--- config.mk ---
export PLATFORM = sky130hd
export DESIGN_NAME = imm_encoder
export DESIGN_NICKNAME = d
export VERILOG_FILES = /design/src/rtl/imm_encoder.sv
export SDC_FILE = /design/constraint.sdc
export NUM_CORES = 1
export LEC_CHECK = 0
export ABC_AREA = 1
export CAP_MARGIN = 20
export CORE_ASPECT_RATIO = 1.5
export CORE_UTILIZATION = 46
export DETAILED_ROUTE_END_ITERATION = 8
export GPL_ROUTABILITY_DRIVEN = 0
export PLACE_DENSITY = 0.87
export SLEW_MARGIN = 15
export SYNTH_ARGS = -nofsm -noshare
export SYNTH_HDL_FRONTEND = slang
export SYNTH_SLANG_ARGS = --single-unit
--- constraint.sdc ---
create_clock -name clk -period 1.7 [get_ports clk]
set_clock_uncertainty 0.2 [all_clocks]
set_input_delay 0.255 -clock clk [delete_from_list [all_inputs] [get_ports clk]]
set_output_delay 0.255 -clock clk [all_outputs]
set_load 0.02 [all_outputs]
--- src/rtl/imm_encoder.sv ---
// rtl/imm_encoder.sv - packs a signed immediate into I/S/B/J instruction fields
//
// Purpose:
//   Inverse of the decode-side immediate extender. Takes a 32-bit signed immediate,
//   places its bits into the I/S/B/J immediate positions of an instruction word and
//   merges them with a base word whose immediate bits are cleared first. Two register
//   stages (S1 check, S2 pack) with valid/ready handshakes on both sides.
//
// Ports:
//   clk         in   1        clock, all state updates on the rising edge
//   reset       in   1        synchronous active-high reset
//   in_valid    in   1        request valid
//   in_ready    out  1        request can be accepted this cycle
//   immsrc      in   2        00 I-type, 01 S-type, 10 B-type, 11 J-type
//   immval      in   32       signed immediate (byte offset for B/J)
//   base        in   32       instruction word, immediate bits ignored
//   out_valid   out  1        instr/err valid
//   out_ready   in   1        downstream accepts instr
//   instr       out  32       encoded instruction
//   err         out  1        immediate out of range or misaligned
//   word_count  out  COUNT_W  output handshakes since reset, wraps
//   err_count   out  COUNT_W  output handshakes with err=1, saturates
//
// Configuration:
//   IMM_ENCODER_RANGE_CHECK_EN  when defined, range/alignment checking drives err and
//   err_count and an erroneous word carries a zero immediate field. When undefined,
//   err and err_count are tied to zero and out-of-range values are truncated.

module imm_encoder #(
  parameter int COUNT_W = 16
) (
  input  logic               clk,
  input  logic               reset,
  input  logic               in_valid,
  output logic               in_ready,
  input  logic [1:0]         immsrc,
  input  logic [31:0]        immval,
  input  logic [31:0]        base,
  output logic               out_valid,
  input  logic               out_ready,
  output logic [31:0]        instr,
  output logic               err,
  output logic [COUNT_W-1:0] word_count,
  output logic [COUNT_W-1:0] err_count
);

  localparam logic [1:0] SRC_I = 2'b00;
  localparam logic [1:0] SRC_S = 2'b01;
  localparam logic [1:0] SRC_B = 2'b10;
  localparam logic [1:0] SRC_J = 2'b11;

  // Immediate bit positions per format; these bits of base are always cleared.
  localparam logic [31:0] MASK_I  = 32'hFFF0_0000;
  localparam logic [31:0] MASK_SB = 32'hFE00_0F80;
  localparam logic [31:0] MASK_J  = 32'hFFFF_F000;

  localparam logic [COUNT_W-1:0] CNT_ONE = {{(COUNT_W-1){1'b0}}, 1'b1};

  // S1 (check) stage
  logic        s1_valid;
  logic [1:0]  s1_immsrc;
  logic [31:0] s1_immval;
  logic [31:0] s1_base;

  // Handshake / flow control
  logic s2_loads;
  logic in_fire;
  logic out_fire;

  // Packing datapath
  logic [31:0] pack_mask;
  logic [31:0] pack_field;
  logic        pack_err;
  logic [31:0] pack_instr;

  assign out_fire = out_valid & out_ready;
  // S2 takes a new word whenever it is empty or its word leaves this cycle.
  assign s2_loads = s1_valid & (~out_valid | out_ready);
  // Purely a function of pipeline state so upstream may wait on in_ready.
  assign in_ready = ~s1_valid | s2_loads;
  assign in_fire  = in_valid & in_ready;

  // ------------------------------------------------------------------
  // S1: accept request
  // ------------------------------------------------------------------
  always_ff @(posedge clk) begin
    if (reset) begin
      s1_valid <= 1'b0;
    end else if (in_ready) begin
      s1_valid <= in_valid;
    end
  end

  always_ff @(posedge clk) begin
    if (reset) begin
      s1_immsrc <= SRC_I;
      s1_immval <= '0;
      s1_base   <= '0;
    end else if (in_fire) begin
      s1_immsrc <= immsrc;
      s1_immval <= immval;
      s1_base   <= base;
    end
  end

`ifdef IMM_ENCODER_RANGE_CHECK_EN
  // A value fits an N-bit signed field when every bit from N-1 up to 31 equals
  // the sign, so the range test reduces to all-ones/all-zeros of the upper slice.
  logic fits12;
  logic fits13;
  logic fits21;
  logic in_bad;
  logic s1_bad;

  assign fits12 = (&immval[31:11]) | ~(|immval[31:11]);
  assign fits13 = (&immval[31:12]) | ~(|immval[31:12]);
  assign fits21 = (&immval[31:20]) | ~(|immval[31:20]);

  always_comb begin
    in_bad = 1'b0;
    case (immsrc)
      SRC_I,
      SRC_S:   in_bad = ~fits12;
      SRC_B:   in_bad = ~fits13 | immval[0];
      default: in_bad = ~fits21 | immval[0];
    endcase
  end

  always_ff @(posedge clk) begin
    if (reset) begin
      s1_bad <= 1'b0;
    end else if (in_fire) begin
      s1_bad <= in_bad;
    end
  end

  assign pack_err = s1_bad;
`else
  // Upper immediate bits only feed the range check, which is absent here.
  logic unused_imm_hi;
  assign unused_imm_hi = ^s1_immval[31:21];
  assign pack_err      = 1'b0;
`endif

  // ------------------------------------------------------------------
  // Pack: scatter immediate bits into the format's field positions
  // ------------------------------------------------------------------
  always_comb begin
    pack_mask  = MASK_I;
    pack_field = '0;
    case (s1_immsrc)
      SRC_S: begin
        pack_mask  = MASK_SB;
        pack_field = {s1_immval[11:5], 13'b0, s1_immval[4:0], 7'b0};
      end
      SRC_B: begin
        pack_mask  = MASK_SB;
        pack_field = {s1_immval[12], s1_immval[10:5], 13'b0,
                      s1_immval[4:1], s1_immval[11], 7'b0};
      end
      SRC_J: begin
        pack_mask  = MASK_J;
        pack_field = {s1_immval[20], s1_immval[10:1], s1_immval[11],
                      s1_immval[19:12], 12'b0};
      end
      default: begin
        pack_mask  = MASK_I;
        pack_field = {s1_immval[11:0], 20'b0};
      end
    endcase
    // A rejected immediate leaves only the masked base behind.
    pack_instr = (s1_base & ~pack_mask) | (pack_err ? 32'h0 : pack_field);
  end

  // ------------------------------------------------------------------
  // S2: output register, held while stalled
  // ------------------------------------------------------------------
  always_ff @(posedge clk) begin
    if (reset) begin
      out_valid <= 1'b0;
      instr     <= '0;
    end else begin
      if (~out_valid | out_ready) begin
        out_valid <= s1_valid;
      end
      if (s2_loads) begin
        instr <= pack_instr;
      end
    end
  end

  always_ff @(posedge clk) begin
    if (reset) begin
      word_count <= '0;
    end else if (out_fire) begin
      word_count <= word_count + CNT_ONE;
    end
  end

`ifdef IMM_ENCODER_RANGE_CHECK_EN
  always_ff @(posedge clk) begin
    if (reset) begin
      err <= 1'b0;
    end else if (s2_loads) begin
      err <= pack_err;
    end
  end

  always_ff @(posedge clk) begin
    if (reset) begin
      err_count <= '0;
    end else if (out_fire && err && !(&err_count)) begin
      err_count <= err_count + CNT_ONE;
    end
  end
`else
  assign err       = 1'b0;
  assign err_count = '0;
`endif

endmodule

==> flow_summary.rst <==
.. list-table::
   :header-rows: 1

   * - Metric
     - Value
   * - Proportion of register bits with asynchronous set or reset after synthesis
     - 0%
   * - Cell types with the largest area share after synthesis
     - sky130_fd_sc_hd__dfxtp_1 (48%), sky130_fd_sc_hd__nor2_1 (12%), sky130_fd_sc_hd__o21ai_0 (10%), sky130_fd_sc_hd__a21oi_1 (6.5%), sky130_fd_sc_hd__buf_4 (3.7%)
   * - Static power due to leakage
     - 2.47 nW
   * - Number of levels in the clock H-tree
     - 3
   * - Clock tree from TritonCTS
     - yes
   * - I/O pin cnt
     - 137
   * - Clock buffer count from CTS
     - 9
   * - Hold depth
     - 2
   * - Post-Place Setup Slack
     - -261 ps
   * - Worst Tran Pin Value
     - 600 ps
   * - Total Nets Final
     - 709
   * - Final Hold Vio Count
     - 0
   * - Area of combinational cells with multiple inputs
     - 0.00175 sq mm
   * - Final wirelength
     - 9820 um
   * - Final setup violation count
     - 0
   * - Total number of cells along the worst setup path
     - 4
   * - Number of clock sinks seen by CTS
     - 98
   * - Critical Path Source Type
     - input port
   * - Most used DFF post-synth
     - sky130_fd_sc_hd__dfxtp_1
   * - Critical path, cell by cell
     - clkdlybuf4s50_1 > inv_2 > nand3_2 > clkdlybuf4s15_1
   * - Mapped Avg Cell Area
     - 7.71 sq um
   * - Routed wire length per instance
     - 13.2 um
   * - Count of yosys warnings during synthesis
     - 0
   * - Count of placed standard cells in the final layout, fillers left out
     - 745
   * - Insertion delay of the later-clocked pin in the worst-skew pair
     - 340 ps
   * - Port Buffers
     - 101
   * - Cell type with the highest aggregate area in the netlist
     - sky130_fd_sc_hd__dfxtp_1
   * - Distinct cell type count after synthesis
     - 32
   * - Number of flip-flops and latches in the synthesized netlist
     - 98
   * - Gate count after technology mapping
     - 527
   * - Cell type group with the largest total delay on the critical path
     - buffers and inverters
   * - Number of enable flip-flop cells after synthesis
     - 0
   * - Largest fanout of any net on the critical path
     - 3
   * - Via count of the first global-routing pass
     - 3,484
   * - Clock-pin slew reported for the worst setup and hold paths after clock tree synthesis
     - 60 ps
   * - CP Data Arrival Time
     - 1210 ps
   * - Die area
     - 0.00922 sq mm
   * - Worst R2R Path Depth
     - 5
   * - Antenna fix cells
     - 0
   * - Fill cell total of the finished layout
     - 739
   * - Biggest cell delay along the critical path
     - 500 ps
   * - Dpl cells
     - 729
   * - First-pass GRT wire length
     - 15,600 um
   * - Pwr Total
     - 0.00541 W
   * - Y dimension of the die
     - 117 um
   * - Most frequent cells after synthesis
     - sky130_fd_sc_hd__nor2_1 (128), sky130_fd_sc_hd__dfxtp_1 (98), sky130_fd_sc_hd__o21ai_0 (81)
   * - Type of element capturing the critical path
     - primary output
   * - Post-route fraction of the period consumed by the critical path
     - 97.7%
   * - DRC violation count after routing
     - 0
   * - Final worst-path setup slack
     - 38.5 ps
   * - Max frequency
     - 602 MHz
   * - Routed vias
     - 3,769
   * - Clock Root Buffer
     - sky130_fd_sc_hd__clkbuf_16
   * - Yosys top cell area share
     - 48.3%
   * - RSZ-0062 raised after global routing
     - no
   * - Estimated wirelength of the detail-placed design
     - 6810 um
   * - Fraction of final layout cells with drive strength greater than 1
     - 9.40%
   * - Standard cell with the maximum stage delay on the critical path
     - sky130_fd_sc_hd__clkdlybuf4s50_1
   * - Detail Route Antenna Nets
     - 0
   * - Number of post-CTS setup repair buffers
     - 0
   * - Worst min path class
     - reg2reg
   * - Dominant cell by count in the synthesized netlist
     - sky130_fd_sc_hd__nor2_1
   * - Cell area power density
     - 991 mW/mm^2
   * - Worst setup path class
     - in2out
   * - Combined flip-flop and latch cell area
     - 0.00196 sq mm
   * - Outcome
     - completed
   * - Sequential share of the synthesized area
     - 48.3%
   * - Clock period minus final worst setup slack
     - 1660 ps
   * - Buffer depth of the longest clock path
     - 2
   * - Post-synthesis instance area
     - 0.00406 sq mm
   * - Pins Over Slew Limit
     - 0
   * - CP required
     - 1240 ps
   * - Post-DP Area
     - 0.00519 sq mm
   * - Number of buffers and inverters on the critical path
     - 3
   * - Pin count of the biggest net entering global routing
     - 61
   * - First-pass DRT Iterations
     - 4
   * - Initial antenna violation count
     - 0
   * - Core area
     - 0.00846 sq mm
   * - Std cell rows
     - 41
   * - Max-slew headroom at the worst pin
     - 60.0%
   * - Floorplan die width
     - 78.7 um
   * - GRT Util Overall
     - 22.0%
   * - Max-cap viol count
     - 0
   * - Design area
     - 0.00546 sq mm
   * - Avg Vias per Cell
     - 5.06
   * - Layout Area Growth over Synthesis
     - 34.5%
   * - Initial Util
     - 48.0%
   * - Number of DRC markers after the initial detailed-route iteration
     - 162
   * - IR Drop Worst-Case VDD
     - 0.749 mV
   * - Gr ovfl total
     - 0
==> power by group <==
part / internal (W) / switching (W) / total, W / leakage (nW)
sequential: 0.00244 / 0.0000755 / 0.00251 / 0.808
clock: 0.00132 / 0.000846 / 0.00216 / 0.162
combinational: 0.000317 / 0.000417 / 0.000734 / 1.50
total: 0.00407 / 0.00134 / 0.00541 / 2.47
==> routing by layer <==
metal	up-vias	global-route usage, %	wire length (um)
met5	-	0	0
met4	0	10.2	170
met3	16	4.42	503
met2	118	40.1	5280
met1	1731	24.3	3860
li1	1904	-	-
==> cells in the final DEF, fill, tap and decap left out, types with 17 or more instances in the layout <==
master                            Yosys  routed
sky130_fd_sc_hd__a21oi_1             53      53
sky130_fd_sc_hd__buf_4               20      17
sky130_fd_sc_hd__clkdlybuf4s50_1      0      51
sky130_fd_sc_hd__conb_1               1      17
sky130_fd_sc_hd__dfxtp_1             98      97
sky130_fd_sc_hd__dlygate4sd2_1        0      49
sky130_fd_sc_hd__inv_1               34      33
sky130_fd_sc_hd__nand2_1             28      28
sky130_fd_sc_hd__nor2_1             128     126
sky130_fd_sc_hd__o21ai_0             81      80
==> layout make-up <==
class / instances / share of cell area, %
sequential: 98 / 35.9
multi-input combinational: 364 / 32.0
timing repair buffer: 122 / 21.2
clock buffer: 10 / 4.37
inverter: 38 / 2.61
tap: 107 / 2.45
clock inverter: 6 / 1.47
==> tightest hold or removal path: cells and delay by family, from the launching register on <==
family                 cells  cell delay (ps)
AO/OA/AOI/OAI              1               50
buffers and inverters      1               50
flip-flops                 1              300
==> path summary, 6_finish.rpt <==
kind | from | end | slack (ps)
worst max-delay path | out_ready | in_ready | 40
worst min register to register | s1_base[13]$_SDFFE_PP0P_ | s1_base[13]$_SDFFE_PP0P_ | 250
worst max register to register | s1_immsrc[0]$_SDFFE_PP0P_ | instr[10]$_SDFFE_PP0P_ | 110
worst min-delay path | s1_base[13]$_SDFFE_PP0P_ | s1_base[13]$_SDFFE_PP0P_ | 250
==> sequential cells by signal, indices dropped and copies added (netlist names) <==
signal	flops
instr	32
out_valid	1
s1_base	25
s1_immsrc	2
s1_immval	21
s1_valid	1
word_count	16
==> cell families (layout without fill, tap and decap cells) <==
logic type	count (synthesis)	in the layout	share of synthesized area (%)
and+or+nand+nor	188	188	20.0
AOI/OAI and AO/OA	153	153	19.3
DFF	98	98	48.3
buffers and inverters	81	176	10.5
adders and majority gates	6	6	1.85
other	1	17	0.0923
==> repair_timing <==
action,CTS,global route
setup endpoints to repair,50,7
gates resized for setup,50,8
hold buffers,0,0
==> stage by stage <==
step	hold slack (ps)	TNS (ps)	utilization (%)
after floorplan	124	0	-
after detailed placement	239	-13930	61.3
after global routing	273	0	64.5
final	248	0	64.5
after global placement	234	-11210	61.3
after CTS	248	0	64.3
No activity file was read; power rests on OpenSTA's default activity.
